$ cat src/rtl/fetch_pkg.sv
// Shared types and constants for the instruction fetch stage and its slot queue.
package fetch_pkg;

  localparam logic [31:0] DEFAULT_RESET_PC = 32'hBFC0_0000;

  typedef struct packed {
    logic [31:0] pc;
    logic [31:0] inst;
    logic        adel;
    logic        filled;
  } fetch_entry_t;

  function automatic int ptr_w(input int depth);
    return $clog2(depth);
  endfunction

endpackage

$ cat src/rtl/fetch_slot_queue.sv
// In-order slot array: slots are reserved at issue, filled by returning data, popped by decode.
module fetch_slot_queue
  import fetch_pkg::*;
#(
  parameter int DEPTH = 4,
  localparam int PTR_W = ptr_w(DEPTH)
) (
  input  logic         clk,
  input  logic         rst,
  input  logic         clear,
  input  logic         alloc_en,
  input  logic [31:0]  alloc_pc,
  input  logic         alloc_adel,
  input  logic         fill_en,
  input  logic [31:0]  fill_inst,
  input  logic         pop_en,
  output fetch_entry_t head,
  output logic         full
);

  localparam int CNT_W = PTR_W + 1;

  fetch_entry_t     slots_q [DEPTH];
  fetch_entry_t     slots_d [DEPTH];
  logic [PTR_W-1:0] alloc_ptr_q, alloc_ptr_d;
  logic [PTR_W-1:0] fill_ptr_q, fill_ptr_d;
  logic [PTR_W-1:0] head_ptr_q, head_ptr_d;
  logic [CNT_W-1:0] used_q, used_d;

  always_comb begin
    slots_d     = slots_q;
    alloc_ptr_d = alloc_ptr_q;
    fill_ptr_d  = fill_ptr_q;
    head_ptr_d  = head_ptr_q;
    used_d      = used_q;
    if (clear) begin
      for (int i = 0; i < DEPTH; i++) slots_d[i].filled = 1'b0;
      alloc_ptr_d = '0;
      fill_ptr_d  = '0;
      head_ptr_d  = '0;
      used_d      = '0;
    end else begin
      // An address-error slot is born complete; it never waits for bus data.
      if (alloc_en) begin
        slots_d[alloc_ptr_q] = '{pc: alloc_pc, inst: 32'h0, adel: alloc_adel, filled: alloc_adel};
        alloc_ptr_d = alloc_ptr_q + PTR_W'(1);
      end
      if (fill_en) begin
        slots_d[fill_ptr_q].inst   = fill_inst;
        slots_d[fill_ptr_q].filled = 1'b1;
        fill_ptr_d = fill_ptr_q + PTR_W'(1);
      end
      if (pop_en) begin
        slots_d[head_ptr_q].filled = 1'b0;
        head_ptr_d = head_ptr_q + PTR_W'(1);
      end
      used_d = used_q + CNT_W'(alloc_en) - CNT_W'(pop_en);
    end
  end

  always_ff @(posedge clk) begin
    if (rst) begin
      for (int i = 0; i < DEPTH; i++) slots_q[i].filled <= 1'b0;
      alloc_ptr_q <= '0;
      fill_ptr_q  <= '0;
      head_ptr_q  <= '0;
      used_q      <= '0;
    end else begin
      slots_q     <= slots_d;
      alloc_ptr_q <= alloc_ptr_d;
      fill_ptr_q  <= fill_ptr_d;
      head_ptr_q  <= head_ptr_d;
      used_q      <= used_d;
    end
  end

  assign head = slots_q[head_ptr_q];
  // used never exceeds DEPTH, a power of two, so its MSB alone marks full.
  assign full = used_q[PTR_W];

endmodule

$ cat src/rtl/inst_fetch_queue.sv
// Fetch stage: sequential PC generation, bus issue, in-order response tracking and
// flush-with-discard on redirect, feeding a prefetch slot queue toward decode.
module inst_fetch_queue
  import fetch_pkg::*;
#(
  parameter int          DEPTH    = 4,
  parameter logic [31:0] RESET_PC = DEFAULT_RESET_PC
) (
  input  logic        clk,
  input  logic        rst,
  output logic        inst_req,
  output logic [31:0] inst_addr,
  input  logic        inst_addr_ok,
  input  logic        inst_data_ok,
  input  logic [31:0] inst_rdata,
  input  logic        redirect,
  input  logic [31:0] redirect_pc,
  output logic        out_valid,
  input  logic        out_ready,
  output logic [31:0] out_inst,
  output logic [31:0] out_pc,
  output logic        out_adel
);

  localparam int PTR_W  = ptr_w(DEPTH);
  localparam int CNT_W  = PTR_W + 1;
  localparam int DISC_W = CNT_W + 4;

  logic [31:0]       fetch_pc_q, fetch_pc_d;
  logic [CNT_W-1:0]  outstanding_q, outstanding_d;
  logic [DISC_W-1:0] discard_q, discard_d;
  logic              halted_q, halted_d;

  fetch_entry_t head;
  logic         full, misaligned, can_issue, accept, adel_alloc, drop, fill_en, pop;

  assign misaligned = fetch_pc_q[1:0] != 2'b00;
  assign can_issue  = ~rst & ~redirect & ~halted_q & ~full;
  assign inst_req   = can_issue & ~misaligned;
  assign inst_addr  = fetch_pc_q;
  assign accept     = inst_req & inst_addr_ok;
  assign adel_alloc = can_issue & misaligned;
  assign drop       = inst_data_ok & (discard_q != '0);
  assign fill_en    = inst_data_ok & ~rst & ~redirect & (discard_q == '0) & (outstanding_q != '0);
  assign out_valid  = head.filled & ~redirect & ~rst;
  assign pop        = out_valid & out_ready;
  assign out_inst   = rst ? 32'h0 : head.inst;
  assign out_pc     = rst ? 32'h0 : head.pc;
  assign out_adel   = ~rst & head.adel;

  fetch_slot_queue #(.DEPTH(DEPTH)) u_queue (
    .clk        (clk),
    .rst        (rst),
    .clear      (redirect),
    .alloc_en   (accept | adel_alloc),
    .alloc_pc   (fetch_pc_q),
    .alloc_adel (adel_alloc),
    .fill_en    (fill_en),
    .fill_inst  (inst_rdata),
    .pop_en     (pop),
    .head       (head),
    .full       (full)
  );

  always_comb begin
    fetch_pc_d    = fetch_pc_q;
    halted_d      = halted_q;
    outstanding_d = outstanding_q;
    discard_d     = discard_q;
    if (redirect) begin
      // Everything still in flight becomes garbage; a response landing now is the first of it.
      fetch_pc_d    = redirect_pc;
      halted_d      = 1'b0;
      outstanding_d = '0;
      discard_d     = discard_q + DISC_W'(outstanding_q);
      if (inst_data_ok && discard_d != '0) discard_d = discard_d - DISC_W'(1);
    end else begin
      if (accept) fetch_pc_d = fetch_pc_q + 32'd4;
      if (adel_alloc) halted_d = 1'b1;
      outstanding_d = outstanding_q + CNT_W'(accept) - CNT_W'(fill_en);
      if (drop) discard_d = discard_q - DISC_W'(1);
    end
  end

  always_ff @(posedge clk) begin
    if (rst) begin
      fetch_pc_q    <= RESET_PC;
      halted_q      <= 1'b0;
      outstanding_q <= '0;
      discard_q     <= '0;
    end else begin
      fetch_pc_q    <= fetch_pc_d;
      halted_q      <= halted_d;
      outstanding_q <= outstanding_d;
      discard_q     <= discard_d;
    end
  end

endmodule
$ cat config.mk
export PLATFORM = sky130hd
export DESIGN_NAME = inst_fetch_queue
export DESIGN_NICKNAME = d
export VERILOG_FILES = /design/src/rtl/fetch_pkg.sv /design/src/rtl/fetch_slot_queue.sv /design/src/rtl/inst_fetch_queue.sv
export SDC_FILE = /design/constraint.sdc
export NUM_CORES = 1
export LEC_CHECK = 0
export BUFFER_PORTS_ARGS = -buffer_cell sky130_fd_sc_hd__clkbuf_2
export CAP_MARGIN = 30
export CORE_ASPECT_RATIO = 0.6
export CORE_MARGIN = 2
export CORE_UTILIZATION = 60
export DETAILED_ROUTE_END_ITERATION = 6
export PLACE_DENSITY = 0.82
export SYNTH_ARGS = -nofsm -noshare
export SYNTH_HDL_FRONTEND = slang
export SYNTH_SLANG_ARGS = --single-unit
$ cat constraint.sdc
create_clock -name clk -period 18.4 [get_ports clk]
set_input_delay 2.76 -clock clk [delete_from_list [all_inputs] [get_ports clk]]
set_output_delay 2.76 -clock clk [all_outputs]
set_load 0.01 [all_outputs]
==> flow_summary.toml, run 1 <==
[run_status]
run_status = "finished clean"

[synth]
synth.net_count = 1379
ys_ff_latch = 316
syn-mean-instance-area_um2 = 11.87
synth-async-reset-ratio = 0
biggest_area_consumer_among_synthesized_cells = "sky130_fd_sc_hd__edfxtp_1"
yosysWarnings = 0
synth-main-ff-cell = "sky130_fd_sc_hd__edfxtp_1"
synth_edf_count = 260
ys_types = 60
netlist_top_cells_area = "sky130_fd_sc_hd__edfxtp_1 51%, sky130_fd_sc_hd__mux4_2 9.8%, sky130_fd_sc_hd__nand2_1 7.5%"
sequential_area_share_after_synthesis = 0.5864
synth_largest_type_area_fraction = 0.5128
synthesis.instances = 1283
post_synth_instance_area_mm2 = 0.01523

[worst_setup_path]
setup.worst_path.start_class = "primary input"
ff2ff_setup_slack_ps = 14450
ff_to_ff_end = "u_queue.used_q[2]"
timing.critical_path.required_ps = 15640
timing.rr.start = "u_queue.head_ptr_q[0]"
worstPathArrival_ps = 5640
cp_max_fo = 54
setup.worst_path.class = "primary input to primary output"
setup.worst_path.end_class = "primary output"
r2r_cells = 11

[clock_network]
cts_buffers = 30
cts_tree = "built"
cts.path.max_buffers = 3
ctsResizeCount = 0
cts_hold_repair.buffers = 0
post_cts_buffers = 0
cts.root.buffer_cell = "sky130_fd_sc_hd__clkbuf_16"
htreeDepth = 1
numClockSinks = 316
clk_slew_on_worst_s_h_paths_ps = 70
clkLatencyLatePin_ps = 550

[finish]
final_layout_size_suffix_gt1_frac = 0.2269
multi_input_area_mm2 = 0.005759
fin_nets = 1509
seqCellArea_mm2 = 0.008936
final.fill_count = 1833
layout_area_overhead_pct = 12.97

[sta]
slew-limit-headroom = 0.3604
hold_viol_final = 0
setup_repair_after_global_routing_missed_its_margin = "no"
final_setup_violation_count = 0
tightestPinTransition_ps = 959.4
timing_max_transition_violations_final = 0
achievable-frequency_mhz = 119.1
clock_skew_ps = 14.54
fin_setup_tns_ps = 0
finalWorstPathRequiredPeriod_ps = 8395
finalWorstSetupSlack_ps = 10010
timing.final.crit_share = 0.4562

[detailed_routing]
drt_first_pass_iters = 5
dr.first_iter.drc_count = 1148
dr_total_vias = 10800
routedWlPerCell_um = 20.73
routed_via_density = 6.108
route.final.wire_length_um = 36650
final_antenna_net_count = 0
drc_errors = 0

[grt]
grt_max_degree = 71
grt_use_total = 0.2721
vias_in_the_first_global_route = 10250
antenna_violations_before_repair = 3
grt_first_pass_wirelength_um = 56840
grt_overflow_total = 0

[floorplan]
initial_cell_density_of_the_core = 0.6063
die_width_um = 209.7
io_pins = 169
chipHeight_um = 127.4
die_area_mm2 = 0.02671
num_rows = 45
design.core.area_mm2 = 0.02511

[min_path]
hold_class = "register to register"
hold_path_end = "halted_q"
hold_path_depth = 2
hold_path_startpoint = "halted_q"

[pwr]
vdd.ir_drop.worst_v = 0.00006527
leakage_uw = 0.006298
power-per-cell-area_mw_per_mm2 = 91.69

[placement]
place_congestion = 0.8906
total_of_buffers_placed_on_input_and_output_ports = 168
hpwlAfterDp_um = 22650
place_worst_setup_slack_ps = 10020

[job]
cap_violations = 0
==> layout make-up <==
cell class	instances	area share
clock buffers	37	0.04641
inverters	32	0.007129
clock inverters	19	0.01040
flip-flops and latches	316	0.5195
repair buffers	185	0.05747
diodes	2	0.0002910
well taps	329	0.02393
multi-input cells	848	0.3348
==> cell usage after synthesis (all sizes together) (7+ instances only) <==
library cell and n:
mux2i 9, and3 7, clkbuf 41, buf 46, nand4 9, nand2 304, edfxtp 260, and2 78
ha 23, nor2 39, xnor2 21, mux4 66, o21ai 141, a21oi 39, nand3 23, inv 32
a221oi 8, dfxtp 56
==> how the worst max path moves through the flow <==
stage,start,end
5_1_grt,redirect,out_valid
4_1_cts,redirect,out_valid
3_3_place_gp,redirect,out_valid
3_5_place_dp,redirect,out_valid
2_1_floorplan,rst,out_valid
6_report,redirect,out_valid
==> where the power goes <==
group	total, µW	internal, µW	leakage (µW)	switching (µW)
combinational	135	55.4	0.00296	79.8
sequential	825	799	0.00286	25.7
clock	617	351	0.000477	266
total	1580	1210	0.00630	371
==> cells by family (layout without fill, tap and decap cells) <==
logic type,after synthesis,in the layout,share of synthesized area
fa+ha+maj,26,26,0.02285
flops,316,316,0.5864
simple gates,493,493,0.1491
compound gates,227,227,0.08596
xor+xnor,26,26,0.01545
buf+inv,119,273,0.03599
mux,76,76,0.1043
other cells,0,2,0
==> stage by stage <==
step           power, µW  instance area (µm²)  utilization  hold slack, ps  std cells
6_report            1577                17200       0.6850           499.1       1768
5_1_grt             1625                17200       0.6850           532.4       1768
4_1_cts             1581                17200       0.6848           500.7       1766
3_5_place_dp       971.5                16220       0.6458           486.6       1710
3_3_place_gp       963.9                16190       0.6447           480.5       1709
2_1_floorplan      919.4                15230            -           461.6       1283
==> placed cells by master (no fill, tap or decap), types with 7 or more instances in the layout <==
cell type / Yosys / final
sky130_fd_sc_hd__a221oi_1: 8 / 8
sky130_fd_sc_hd__inv_1: 31 / 29
sky130_fd_sc_hd__mux2i_1: 9 / 9
sky130_fd_sc_hd__clkinv_2: 0 / 8
sky130_fd_sc_hd__clkbuf_2: 0 / 168
sky130_fd_sc_hd__a21oi_1: 38 / 38
sky130_fd_sc_hd__clkbuf_16: 0 / 31
sky130_fd_sc_hd__and2_1: 78 / 74
sky130_fd_sc_hd__nand2_1: 304 / 302
sky130_fd_sc_hd__edfxtp_1: 260 / 260
sky130_fd_sc_hd__nand4_1: 9 / 9
sky130_fd_sc_hd__nor2_1: 39 / 39
sky130_fd_sc_hd__and3_1: 7 / 7
sky130_fd_sc_hd__buf_4: 20 / 16
sky130_fd_sc_hd__o21ai_1: 128 / 128
sky130_fd_sc_hd__nand3_1: 21 / 21
sky130_fd_sc_hd__xnor2_1: 20 / 20
sky130_fd_sc_hd__o21ai_0: 13 / 13
sky130_fd_sc_hd__dfxtp_1: 56 / 54
sky130_fd_sc_hd__mux4_2: 66 / 66
sky130_fd_sc_hd__ha_1: 23 / 23
==> worst max-delay path: stages <==
cell,delay [ps]
sky130_fd_sc_hd__clkbuf_2,80
sky130_fd_sc_hd__buf_4,290
sky130_fd_sc_hd__inv_1,660
sky130_fd_sc_hd__nand2_1,710
sky130_fd_sc_hd__inv_4,740
sky130_fd_sc_hd__and2_1,230
sky130_fd_sc_hd__clkbuf_2,130
==> per-layer routing <==
metal	wire length (µm)	part of all wire	global-route usage	vias to the layer above
met1	15390	0.42	0.4001	5202
met4	736	0.020	0.07343	2
met2	16810	0.46	0.4188	607
met3	3699	0.10	0.05703	62
li1	-	-	-	4926
met5	13	0.00035	0	-
(Power assumes the default switching activity.)
==> run 2: changes to the inputs <==
--- a/config.mk
+++ b/config.mk
@@ -9,9 +9,9 @@
 export CAP_MARGIN = 30
 export CORE_ASPECT_RATIO = 0.6
 export CORE_MARGIN = 2
-export CORE_UTILIZATION = 60
+export CORE_UTILIZATION = 59
 export DETAILED_ROUTE_END_ITERATION = 6
-export PLACE_DENSITY = 0.82
+export PLACE_DENSITY = 0.81
 export SYNTH_ARGS = -nofsm -noshare
 export SYNTH_HDL_FRONTEND = slang
 export SYNTH_SLANG_ARGS = --single-unit
==> constraint.sdc (replaced) <==
create_clock -name clk -period 8.27 [get_ports clk]
set_input_delay 1.2405 -clock clk [delete_from_list [all_inputs] [get_ports clk]]
set_output_delay 1.2405 -clock clk [all_outputs]
set_load 0.01 [all_outputs]
==> run 2 against run 1 <==
Against the previous run:
- routed wire length up 1.5%
- largest cell class unchanged
- via count up 0.85%
- sequential power up 120%
- hold slack worse by 1.3 ps
- final cell count up 0.23%
- non-clock buffer count up 6
- first-iteration DRC count down 2.9%
- sequential cell count unchanged
- highest routed layer is now met4
- power up 120%
- clock skew up 1.6 ps
==> flow_summary.toml, run 2 (synthesis results as in run 1) <==
[clock_network]
cts_buffers = 29
cts.path.max_buffers = 3
ctsResizeCount = 0
cts_hold_repair.buffers = 0
clk_slew_on_worst_s_h_paths_ps = 70
numClockSinks = 316
cts.root.buffer_cell = "sky130_fd_sc_hd__clkbuf_16"
htreeDepth = 1
cts_tree = "built"
clkLatencyLatePin_ps = 560
post_cts_buffers = 0

[floorplan]
design.core.area_mm2 = 0.02534
die_width_um = 211.4
initial_cell_density_of_the_core = 0.6009
die_area_mm2 = 0.02715
io_pins = 169
num_rows = 45
chipHeight_um = 128.4

[sta]
finalWorstSetupSlack_ps = 3190
tightestPinTransition_ps = 927.0
fin_setup_tns_ps = 0
timing_max_transition_violations_final = 0
whs_ps = 497.8
timing.final.crit_share = 0.6143
hold_viol_final = 0
final_setup_violation_count = 0
setup_repair_after_global_routing_missed_its_margin = "no"
slew-limit-headroom = 0.3820
finalWorstPathRequiredPeriod_ps = 5080
achievable-frequency_mhz = 196.8
clock_skew_ps = 16.19

[detailed_routing]
routedWlPerCell_um = 20.99
dr.first_iter.drc_count = 1115
route.final.wire_length_um = 37200
routed_via_density = 6.146
final_antenna_net_count = 0
drc_errors = 0
drt_first_pass_iters = 6
dr_total_vias = 10890

[finish]
fin_nets = 1514
layout_commonest_cell = "sky130_fd_sc_hd__nand2_1"
layout_area_overhead_pct = 13.48
layout.cells.most_common_list = "304 x sky130_fd_sc_hd__nand2_1, 260 x sky130_fd_sc_hd__edfxtp_1, 168 x sky130_fd_sc_hd__clkbuf_2"
fin_area_mm2 = 0.01728
final.fill_count = 1781
final_layout_size_suffix_gt1_frac = 0.2304

[grt]
grt_max_degree = 71
grt_overflow_total = 0
vias_in_the_first_global_route = 10450
grt_first_pass_wirelength_um = 57610
antenna_violations_before_repair = 2
grt_use_total = 0.2734

[min_path]
hold_class = "register to register"
hold_path_end = "halted_q"
hold_path_depth = 2
hold_path_startpoint = "halted_q"

[job]
cap_violations = 0

[worst_setup_path]
setup.worst_path.end_class = "primary output"
setup.worst_path.start_class = "primary input"
ff2ff_setup_slack_ps = 4530
setup.worst_path.class = "primary input to primary output"
ff_to_ff_end = "u_queue.used_q[2]"
timing.rr.start = "u_queue.head_ptr_q[0]"
cp_max_fo = 64
r2r_cells = 12
timing.critical_path.required_ps = 7030
worstPathArrival_ps = 3840

[pwr]
vdd.ir_drop.worst_v = 0.0001409
leakage_uw = 0.006330
total_power_uw = 3545
power-per-cell-area_mw_per_mm2 = 205.2

[placement]
place_congestion = 0.9200
placement.cell_area_mm2 = 0.01625
place_worst_setup_slack_ps = 3280
hpwlAfterDp_um = 22870
total_of_buffers_placed_on_input_and_output_ports = 168

[run_status]
run_status = "finished clean"
[run 2: changes by cell type in the layout (fill, tap and decap cells not counted), moves of 2 or more]
cell                         change
sky130_fd_sc_hd__nand2_1         +2
sky130_fd_sc_hd__nand2_2         -2
sky130_fd_sc_hd__clkinv_1        -2
sky130_fd_sc_hd__clkinvlp_4      +3
sky130_fd_sc_hd__buf_4           +5
sky130_fd_sc_hd__bufinv_16       +2
sky130_fd_sc_hd__clkinv_2        -2
sky130_fd_sc_hd__clkbuf_1        -2
sky130_fd_sc_hd__clkbuf_16       -2
[run 2: per-layer routing]
metal  global-route usage  wire length (µm)  vias up
met4              0.07954               786        0
met1               0.4084             15970     5302
met2               0.4168             17070      583
met3              0.04955              3380       73
li1                     -                 -     4933
met5                    0                 0        -
[run 2: stage by stage]
stage	utilization	std cells
final	0.6819	1772
after global routing	0.6818	1771
after CTS	0.6806	1769
after detailed placement	0.6414	1715
after global placement	0.6403	1714
after floorplan	-	1283
[run 2: worst max-delay path, stage by stage]
cell and delay, ps:
sky130_fd_sc_hd__clkbuf_2 90, sky130_fd_sc_hd__buf_4 290, sky130_fd_sc_hd__inv_1 700, sky130_fd_sc_hd__nand2_1 150, sky130_fd_sc_hd__buf_4 270, sky130_fd_sc_hd__inv_4 70
sky130_fd_sc_hd__buf_4 630, sky130_fd_sc_hd__and2_1 220, sky130_fd_sc_hd__clkbuf_2 130
[run 2: how the worst max path moves through the flow]
stage                   endpoint  slack, ps  depth (start not counted)     start
6_report               out_valid       3190                          9  redirect
5_1_grt                out_valid       3020                          9  redirect
4_1_cts                out_valid       3260                          9  redirect
3_5_place_dp           out_valid       3280                          9  redirect
3_3_place_gp           out_valid       3310                          9  redirect
2_1_floorplan  u_queue.used_q[2]       1960                         14       rst
[run 2: final cells by class]
| class | instances | area [µm²] | share of cell area |
|---|---|---|---|
| Antenna cell | 2 | 5.005 | 0.0002897 |
| Clock buffer | 33 | 740.7 | 0.04287 |
| Clock inverter | 21 | 254.0 | 0.01470 |
| Inverter | 32 | 122.6 | 0.007097 |
| Multi-Input combinational cell | 848 | 5754 | 0.3330 |
| Sequential cell | 316 | 8936 | 0.5172 |
| Tap cell | 329 | 411.6 | 0.02383 |
| Timing Repair Buffer | 191 | 1054 | 0.06097 |
[run 2: where the power goes]
| group | internal, µW | switching [µW] |
|---|---|---|
| clock | 807 | 598 |
| sequential | 1780 | 57.1 |
| combinational | 123 | 181 |
| total | 2710 | 836 |
==> run 3: changes to the inputs <==
--- a/config.mk
+++ b/config.mk
@@ -5,6 +5,7 @@
 export SDC_FILE = /design/constraint.sdc
 export NUM_CORES = 1
 export LEC_CHECK = 0
+export ABC_AREA = 1
 export BUFFER_PORTS_ARGS = -buffer_cell sky130_fd_sc_hd__clkbuf_2
 export CAP_MARGIN = 30
 export CORE_ASPECT_RATIO = 0.6
==> constraint.sdc (replaced) <==
create_clock -name clk -period 4.7 [get_ports clk]
set_input_delay 0.705 -clock clk [delete_from_list [all_inputs] [get_ports clk]]
set_output_delay 0.705 -clock clk [all_outputs]
set_load 0.01 [all_outputs]
==> run 3 against run 2 <==
Against the previous run:
- sequential cell count is the same
- largest power group unchanged
- die area increased by 5.1%
- setup slack got worse by 2300 ps
- utilization shrank 1.3 points
- routed wire length rose by 14%
==> flow_summary.toml, run 3 <==
[synth]
synth_common_cells = "307 x sky130_fd_sc_hd__nor2_1, 260 x sky130_fd_sc_hd__edfxtp_1, 165 x sky130_fd_sc_hd__nand3_1"
netlist_top_cells_area = "sky130_fd_sc_hd__edfxtp_1 49%, sky130_fd_sc_hd__nor2_1 7.2%, sky130_fd_sc_hd__dfxtp_1 7.0%"
ys_ff_latch = 316
yosysWarnings = 0
synth_edf_count = 260
synth-main-ff-cell = "sky130_fd_sc_hd__edfxtp_1"
synth-async-reset-ratio = 0
biggest_area_consumer_among_synthesized_cells = "sky130_fd_sc_hd__edfxtp_1"
sequential_area_share_after_synthesis = 0.5574
synth.net_count = 1795
synth_largest_type_area_fraction = 0.4874
cell_with_the_most_instances_after_synthesis = "sky130_fd_sc_hd__nor2_1"
post_synth_instance_area_mm2 = 0.01602
syn-mean-instance-area_um2 = 9.428
ys_types = 41
synthesis.instances = 1699

[pwr]
seq_power_share = 0.525
combPwrFrac = 0.098
power-per-cell-area_mw_per_mm2 = 349.3
vdd.ir_drop.worst_v = 0.0003012
clock_power_share = 0.377
power_switching_share = 0.2524
power_report.internal_total_uw = 4636
psw_uw = 1565
leakage_uw = 0.007164

[placement]
total_of_buffers_placed_on_input_and_output_ports = 168
place_congestion = 0.9501
place_worst_setup_slack_ps = 1307
placed_cells_incl_taps = 2136
hpwlAfterDp_um = 26000

[clock_network]
ctsResizeCount = 0
post_cts_buffers = 0
htreeDepth = 1
cts.path.max_buffers = 3
cts_hold_repair.buffers = 0
cts.root.buffer_cell = "sky130_fd_sc_hd__clkbuf_16"
clk_slew_on_worst_s_h_paths_ps = 70
cts_tree = "built"
cts_buffers = 30
clkLatencyLatePin_ps = 580
numClockSinks = 316

[floorplan]
num_rows = 46
die_width_um = 216.7
chipHeight_um = 131.6
design.core.area_mm2 = 0.02653
initial_cell_density_of_the_core = 0.6037
io_pins = 169
die_area_mm2 = 0.02853

[detailed_routing]
routedWlPerCell_um = 19.39
drc_errors = 0
dr.first_iter.drc_count = 1597
dr_total_vias = 12990
route.final.wire_length_um = 42500
routed_via_density = 5.927
drt_first_pass_iters = 6
final_antenna_net_count = 0

[grt]
grt_first_pass_wirelength_um = 66830
grt_max_degree = 135
antenna_violations_before_repair = 1
grt_overflow_total = 0
grt_use_total = 0.2950
vias_in_the_first_global_route = 12160

[run_status]
run_status = "finished clean"

[finish]
final_layout_size_suffix_gt1_frac = 0.1769
core_utilization_of_the_finished_layout = 0.6692
layout.cells.most_common_list = "307 x sky130_fd_sc_hd__nor2_1, 260 x sky130_fd_sc_hd__edfxtp_1, 167 x sky130_fd_sc_hd__clkbuf_2"
fin_nets = 1905
final.fill_count = 2095
instances_no_fill = 2192
layout_area_overhead_pct = 10.84
layout_commonest_cell = "sky130_fd_sc_hd__nor2_1"
antennaDiodeCount = 0

[worst_setup_path]
slowest_stage = "sky130_fd_sc_hd__buf_4"
r2r_cells = 7
setup.worst_path.start_class = "register"
path_buf_inv = 2
cp_max_fo = 85
setup.worst_path.end_class = "primary output"
setup.worst_path.class = "register to primary output"
crit_chain = "buf_4, nor2_1, nor2_1, o21ai_0, a21oi_1, clkbuf_2"
ff2ff_setup_slack_ps = 1660
timing.rr.start = "inst_addr[1]"
timing.critical_path.required_ps = 3990
crit_family = "buffers and inverters"
critPathMaxStageDelay_ps = 850
worst_path_most_repeated_cell = "sky130_fd_sc_hd__nor2_1"
worstPathArrival_ps = 3140

[min_path]
hold_path_startpoint = "redirect_pc[31]"
hold_path_depth = 3
hold_class = "primary input to register"
hold_path_end = "inst_addr[31]"

[sta]
clock_skew_ps = 29.13
achievable-frequency_mhz = 260.0
timing.final.crit_share = 0.8184
tightestPinTransition_ps = 1001
whs_ps = 366.3
finalWorstSetupSlack_ps = 853.5
fin_setup_tns_ps = 0
hold_viol_final = 0
final_setup_violation_count = 0
timing_max_transition_violations_final = 0
setup_repair_after_global_routing_missed_its_margin = "no"
slew-limit-headroom = 0.3319
finalWorstPathRequiredPeriod_ps = 3846

[job]
cap_violations = 0
## run 3: how the worst max path moves through the flow
stage,from,endpoint,slack [ps],depth (start not counted)
5_1_grt,u_queue.head_ptr_q[0],out_inst[28],740,6
3_3_place_gp,redirect,register,1410,9
6_report,u_queue.head_ptr_q[0],out_inst[28],850,6
4_1_cts,u_queue.head_ptr_q[0],out_inst[28],880,6
3_5_place_dp,redirect,register,1310,9
2_1_floorplan,redirect,u_queue.alloc_ptr_q[0],1490,5
## run 3: through the flow
stage	instance area [µm²]	total power, µW
final	17750	6202
after detailed placement	16790	3909
after CTS	17730	6218
after floorplan	16020	3690
after global placement	16790	3882
after global routing	17750	6420
## run 3: power groups by stage
stage | Sequential (µW) | Clock (µW) | Combinational, µW
2_1_floorplan | 3280 | 0 | 412
6_report | 3260 | 2340 | 606
3_3_place_gp | 3310 | 0 | 576
3_5_place_dp | 3310 | 0 | 595
4_1_cts | 3250 | 2370 | 599
5_1_grt | 3270 | 2480 | 676
## run 3: tightest hold or removal path: cells and delay by family
| kind | cells | cell delay [ps] |
|---|---|---|
| buffers and inverters | 1 | 70 |
| AND/OR/NAND/NOR | 1 | 70 |
| AO/OA/AOI/OAI | 1 | 50 |
## run 3: cell type report
type / count / area, µm² / share of cell area
Sequential cell: 316 / 8934 / 0.5032
Multi-Input combinational cell: 1158 / 5981 / 0.3369
Timing Repair Buffer: 183 / 988.4 / 0.05567
Clock buffer: 39 / 814.5 / 0.04588
Inverter: 120 / 462.9 / 0.02607
Tap cell: 360 / 450.4 / 0.02537
Clock inverter: 16 / 123.9 / 0.006977
## run 3: metal layers
| metal | global-route usage | routed length [µm] | share of wire | vias up |
|---|---|---|---|---|
| met1 | 0.4484 | 18900 | 0.44 | 6107 |
| li1 | - | - | - | 6125 |
| met2 | 0.4425 | 18470 | 0.43 | 685 |
| met3 | 0.05486 | 4355 | 0.10 | 75 |
| met4 | 0.06126 | 767 | 0.018 | 0 |
| met5 | 0 | 0 | 0 | - |
## run 3: logic make-up (layout without fill, tap and decap cells)
kind of cell,after synthesis,count (layout),share of synthesized area
flip-flops,316,316,0.5574
adder cells (fa/ha/maj),26,26,0.02172
AND/OR/NAND/NOR,697,697,0.1972
AO/OA/AOI/OAI,410,410,0.1408
XOR/XNOR,25,25,0.01367
buffers and inverters,225,358,0.06921
